<file path="src/rtl/demux7_pkg.sv">
// demux7_pkg: shared sign-magnitude constants and lane-state type for demux7_stream
package demux7_pkg;
    localparam int SM_W        = 7;
    localparam int SM_SIGN_BIT = 6;
    localparam logic [SM_W-1:0] SM_NEG_ZERO = 7'b1000000;

    typedef enum logic {LANE_EMPTY, LANE_FULL} lane_state_e;

    function automatic logic is_neg_zero(input logic [SM_W-1:0] w);
        return w[SM_SIGN_BIT] && (w[SM_SIGN_BIT-1:0] == '0);
    endfunction
endpackage

</file>
<file path="src/rtl/demux7_stream_if.sv">
// demux7_stream_if: input stream, two output lanes and per-lane transfer counters
interface demux7_stream_if #(
    parameter int W     = 7,
    parameter int CNT_W = 8
);
    logic             select;
    logic [W-1:0]     a;
    logic             a_valid;
    logic             a_ready;
    logic [W-1:0]     b0;
    logic             b0_valid;
    logic             b0_ready;
    logic [W-1:0]     b1;
    logic             b1_valid;
    logic             b1_ready;
    logic [CNT_W-1:0] cnt0;
    logic [CNT_W-1:0] cnt1;

    modport master (
        output select, a, a_valid, b0_ready, b1_ready,
        input  a_ready, b0, b0_valid, b1, b1_valid, cnt0, cnt1
    );

    modport slave (
        input  select, a, a_valid, b0_ready, b1_ready,
        output a_ready, b0, b0_valid, b1, b1_valid, cnt0, cnt1
    );
endinterface

</file>
<file path="src/rtl/demux7_lane.sv">
// demux7_lane: one-entry holding register with EMPTY/FULL state machine and pop counter
module demux7_lane
    import demux7_pkg::*;
#(
    parameter int W     = SM_W,
    parameter int CNT_W = 8
) (
    input  logic             clk,
    input  logic             rst_n,
    input  logic             push_i,
    input  logic [W-1:0]     data_i,
    input  logic             ready_i,
    output logic [W-1:0]     data_o,
    output logic             valid_o,
    output logic [CNT_W-1:0] cnt_o
);
    lane_state_e      state_q, state_d;
    logic [W-1:0]     data_q;
    logic [CNT_W-1:0] cnt_q;
    logic             pop;

    assign pop = valid_o & ready_i;

    // State register
    always_ff @(posedge clk or negedge rst_n)
        if (!rst_n) state_q <= LANE_EMPTY;
        else        state_q <= state_d;

    // A push always leaves the lane full; a pop without push empties it
    always_comb state_d = push_i ? LANE_FULL : (pop ? LANE_EMPTY : state_q);

    // Outputs decoded from the registered state
    always_comb begin
        valid_o = (state_q == LANE_FULL);
        data_o  = data_q;
        cnt_o   = cnt_q;
    end

    // Holding register loads on every push, including push during pop
    always_ff @(posedge clk or negedge rst_n)
        if (!rst_n)      data_q <= '0;
        else if (push_i) data_q <= data_i;

    // Completed-transfer counter, wraps silently
    always_ff @(posedge clk or negedge rst_n)
        if (!rst_n)   cnt_q <= '0;
        else if (pop) cnt_q <= cnt_q + CNT_W'(1);
endmodule

</file>
<file path="src/rtl/demux7_stream.sv">
// demux7_stream: routes one sign-magnitude stream to two buffered lanes (optional SM_NEGZERO_NORM_EN)
module demux7_stream
    import demux7_pkg::*;
#(
    parameter int W     = SM_W,
    parameter int CNT_W = 8
) (
    input logic                 clk,
    input logic                 rst_n,
    demux7_stream_if.slave      bus
);
    logic [W-1:0] data_n;
    logic         push0, push1;

    // Only the selected lane can stall the input
    always_comb begin
        bus.a_ready = bus.select ? (!bus.b1_valid | bus.b1_ready) : (!bus.b0_valid | bus.b0_ready);
        push0       = bus.a_valid & bus.a_ready & !bus.select;
        push1       = bus.a_valid & bus.a_ready &  bus.select;
    end

`ifdef SM_NEGZERO_NORM_EN
    assign data_n = is_neg_zero(bus.a) ? '0 : bus.a;
`else
    assign data_n = bus.a;
`endif

    demux7_lane #(.W(W), .CNT_W(CNT_W)) u_lane0 (
        .clk(clk), .rst_n(rst_n), .push_i(push0), .data_i(data_n), .ready_i(bus.b0_ready),
        .data_o(bus.b0), .valid_o(bus.b0_valid), .cnt_o(bus.cnt0)
    );

    demux7_lane #(.W(W), .CNT_W(CNT_W)) u_lane1 (
        .clk(clk), .rst_n(rst_n), .push_i(push1), .data_i(data_n), .ready_i(bus.b1_ready),
        .data_o(bus.b1), .valid_o(bus.b1_valid), .cnt_o(bus.cnt1)
    );
endmodule

</file>
<file path="src/flat_wrapper.sv">
// flat-port wrapper written by rule: the top's interface ports become plain ports
module demux7_stream_flat import demux7_pkg::*;
#(
    parameter int W     = SM_W,
    parameter int CNT_W = 8
)
  (clk, rst_n, bus_select, bus_a, bus_a_valid, bus_b0_ready, bus_b1_ready, bus_a_ready, bus_b0, bus_b0_valid, bus_b1, bus_b1_valid, bus_cnt0, bus_cnt1);
  demux7_stream_if #(.W(W), .CNT_W(CNT_W)) bus_i ();
  input logic clk;
  input logic rst_n;
  input wire logic [$bits(bus_i.select)-1:0] bus_select;
  input wire logic [$bits(bus_i.a)-1:0] bus_a;
  input wire logic [$bits(bus_i.a_valid)-1:0] bus_a_valid;
  input wire logic [$bits(bus_i.b0_ready)-1:0] bus_b0_ready;
  input wire logic [$bits(bus_i.b1_ready)-1:0] bus_b1_ready;
  output wire logic [$bits(bus_i.a_ready)-1:0] bus_a_ready;
  output wire logic [$bits(bus_i.b0)-1:0] bus_b0;
  output wire logic [$bits(bus_i.b0_valid)-1:0] bus_b0_valid;
  output wire logic [$bits(bus_i.b1)-1:0] bus_b1;
  output wire logic [$bits(bus_i.b1_valid)-1:0] bus_b1_valid;
  output wire logic [$bits(bus_i.cnt0)-1:0] bus_cnt0;
  output wire logic [$bits(bus_i.cnt1)-1:0] bus_cnt1;
  assign bus_i.select = bus_select;
  assign bus_i.a = bus_a;
  assign bus_i.a_valid = bus_a_valid;
  assign bus_i.b0_ready = bus_b0_ready;
  assign bus_i.b1_ready = bus_b1_ready;
  assign bus_a_ready = bus_i.a_ready;
  assign bus_b0 = bus_i.b0;
  assign bus_b0_valid = bus_i.b0_valid;
  assign bus_b1 = bus_i.b1;
  assign bus_b1_valid = bus_i.b1_valid;
  assign bus_cnt0 = bus_i.cnt0;
  assign bus_cnt1 = bus_i.cnt1;
  demux7_stream #(.W(W), .CNT_W(CNT_W)) u_core (.clk(clk), .rst_n(rst_n), .bus(bus_i));
endmodule
</file>
<file path="config.mk">
export PLATFORM = sky130hd
export DESIGN_NAME = demux7_stream_flat
export DESIGN_NICKNAME = d
export VERILOG_FILES = /design/src/rtl/demux7_pkg.sv /design/src/rtl/demux7_stream_if.sv /design/src/rtl/demux7_lane.sv /design/src/rtl/demux7_stream.sv /design/src/flat_wrapper.sv
export SDC_FILE = /design/constraint.sdc
export NUM_CORES = 1
export LEC_CHECK = 0
export CAP_MARGIN = 5
export CORE_UTILIZATION = 35
export CTS_CLUSTER_DIAMETER = 60
export DETAILED_ROUTE_END_ITERATION = 8
export PLACE_DENSITY = 0.73
export SLEW_MARGIN = 20
export SYNTH_ARGS = -nofsm -noshare
export SYNTH_HDL_FRONTEND = slang
export SYNTH_SLANG_ARGS = --single-unit
</file>
<file path="constraint.sdc">
create_clock -name clk -period 2.9 [get_ports clk]
set_clock_uncertainty 0.15 [all_clocks]
set_input_delay 0.435 -clock clk [delete_from_list [all_inputs] [get_ports clk]]
set_output_delay 0.435 -clock clk [all_outputs]
set_load 0.005 [all_outputs]
</file>
==> impl_metrics.csv <==
group,metric,value,unit
setup_path,reg2reg_to,"u_core.u_lane1.data_o[6]",
floorplan,ios,46,
cells_and_area,layout_common_cells,"clkdlybuf4s50_1, dfrtp_1, mux2_2, xnor2_1, nand2_1",
cts,hold_buffers,0,
cts,postCtsSetupBuffers,0,
cells_and_area,area_growth_syn_to_layout,45.6,%
cts,insertion_delay,280,ps
drt,drtIter0Drc,39,
setup_path,r2r_start,"u_core.u_lane1.valid_o",
drt,firstDrtPassIters,4,
grt,gr-total-overflow,0,
drt,ant_nets,0,
setup_path,worstPathArrival,1880,ps
power_and_ir_drop,p_per_area,757,nW/um2
sta,min_period,2470,ps
setup_path,cp_max_fo,5,
cts,cts_max_level,2,
sta,fin_crit_sh,85.0,%
power_and_ir_drop,leakagePower,0.818,nW
sta,hold_viol_final,0,
grt,antenna_found_initial,0,
yosys,synthDistinctLibCells,18,
cts,cts_resized,0,
grt,grt_pass1_vias,1002,
yosys,syn-num-nets,113,
placement,gp_congestion,0.779,
cells_and_area,diodes,0,
sta,finalSetupViolCount,0,
drt,drcViolationCount,0,
cells_and_area,fillers,310,
cts,cts_max_path_buffers,2,
power_and_ir_drop,p_comb_share,31.2,%
cells_and_area,fin_nets,166,
floorplan,std_cell_rows,21,
yosys,ys_ff_latch,32,
yosys,yosysWarnings,0,
cts,clkTransAtPathRegs,60,ps
cells_and_area,final_common_cell,"clkdlybuf4s50_1",
yosys,async_flop_share,100,%
power_and_ir_drop,power.total,1.44,mW
sta,worstMarginPinSlew,391,ps
drt,vias_per_cell,4.77,
sta,slew_headroom,73.9,%
yosys,yosysSeqAreaShare,61.3,%
power_and_ir_drop,p_sw_share,28.0,%
worst_hold_path,hp-class,"flip-flop to flip-flop",
cts,cts_tree,"done",
power_and_ir_drop,intPower,1.04,mW
placement,port_buffers,45,
sta,rsz0062_at_grt,"no",
sta,final_max_slew_viol_count,0,
outcome,status,"finished clean",
floorplan,dieWidth,63.1,um
yosys,syn_area,1310,um2
power_and_ir_drop,switchingPower,404,uW
setup_path,reg2reg_slack,1440,ps
cells_and_area,drive_gt1_share,17.2,%
setup_path,ff2ff_path_depth,4,
yosys,syn_inst,98,
yosys,avgSynthCellArea,13.3,um2
power_and_ir_drop,seq_power_share,47.3,%
drt,vias,939,
cells_and_area,design_area,1900,um2
cts,cts_sinks,32,
run,drv_cap,0,
power_and_ir_drop,peakVddDrop,0.367,mV
floorplan,die_y,63.1,um
setup_path,critical_path_class,"primary input to output pin",
cts,cts-buffers-inserted,5,
grt,grt_pass1_wl,4460,um
floorplan,coreArea,3440,um2
cts,cts_root_buf,"clkbuf_8",
drt,wl,2560,um
setup_path,cp-endpoint,"bus_a_ready",
sta,fin_setup_tns,0,ps
power_and_ir_drop,clkPwrFrac,21.6,%
yosys,synth_flop_cell,"dfrtp_1",
placement,placed_cell_area,1820,um2
sta,max_freq,406,MHz
yosys,synth_edf_count,0,
drt,wl_per_cell,13.0,um
grt,grt_max_degree,33,
placement,dp_hpwl,1900,um
setup_path,end_kind,"output pin",
grt,grt.total_usage,14.8,%
setup_path,cp.required,2320,ps
floorplan,die-area,3980,um2
setup_path,start_kind,"primary input",
floorplan,initial_utilization,37.9,%
setup_path,cp-startpoint,"bus_b0_ready",
-- critical path, cell delays in order --
cell and delay, ps:
clkdlybuf4s50_1 490, nand2b_1 220, mux2_2 270, clkdlybuf4s50_1 460
-- power by group through the flow --
stage,Combinational (mW),Clock [mW],Sequential [mW]
6_report,0.449,0.311,0.680
5_1_grt,0.490,0.342,0.701
4_1_cts,0.458,0.324,0.681
3_5_place_dp,0.456,0,0.686
3_3_place_gp,0.442,0,0.677
2_1_floorplan,0.154,0,0.679
-- flip-flops by register name, summed over array words and instances, names as in the netlist --
register	count
u_core.u_lane0.cnt_o	8
u_core.u_lane0.data_o	7
u_core.u_lane0.valid_o	1
u_core.u_lane1.cnt_o	8
u_core.u_lane1.data_o	7
u_core.u_lane1.valid_o	1
-- Yosys cell counts (2+ instances only) --
cell type / instances / area, um2
dfrtp_1: 32 / 801
nor2_1: 5 / 18.8
nand2_1: 9 / 33.8
inv_1: 3 / 11.3
nand4_1: 3 / 18.8
nand3_1: 4 / 20.0
xor2_1: 4 / 35.0
nand2b_1: 2 / 12.5
ha_1: 2 / 25.0
mux2_2: 17 / 191
xnor2_1: 10 / 87.6
-- worst min-delay path by stage --
stage,from,endpoint,slack [ps],cells after the start
after floorplan,rst_n,u_core.u_lane0.cnt_o[0],-10,0
after global placement,u_core.u_lane0.cnt_o[7],u_core.u_lane0.cnt_o[7],310,1
after detailed placement,u_core.u_lane0.cnt_o[7],u_core.u_lane0.cnt_o[7],320,1
after CTS,u_core.u_lane0.cnt_o[7],u_core.u_lane0.cnt_o[7],340,1
after global routing,u_core.u_lane0.cnt_o[7],u_core.u_lane0.cnt_o[7],350,1
final,u_core.u_lane0.cnt_o[7],u_core.u_lane0.cnt_o[7],330,1
-- area by class of cell --
cell class / instances / area (um2) / area share (%)
clock buffer: 6 / 72.6 / 3.82
inverter: 3 / 11.3 / 0.592
clock inverter: 1 / 5.00 / 0.263
timing repair buffer: 47 / 465 / 24.5
sequential: 32 / 801 / 42.1
tap: 46 / 57.6 / 3.03
multi-input combinational: 62 / 489 / 25.7
-- layer usage --
layer	wire, um	up-vias	global-route usage [%]
li1	-	435	-
met1	1050	457	15.6
met2	1230	43	24.7
met3	240	4	7.61
met4	38	0	6.10
met5	0	-	0
-- through the flow --
step	hold slack [ps]	utilization (%)	cells	setup slack [ps]
finish	333	55.3	197	435
global route	345	55.3	197	351
CTS	335	55.3	197	426
detailed placement	323	53.0	190	438
global placement	305	53.0	190	436
floorplan	-10.6	-	98	1450
-- kinds of logic after synthesis --
group,Yosys count,synth area share [%]
fa+ha+maj,2,1.92
simple gates,29,11.5
flops,32,61.3
mux,17,14.7
buf+inv,4,1.24
xor+xnor,14,9.39
Note: power is estimated with default switching activity, not from simulation.
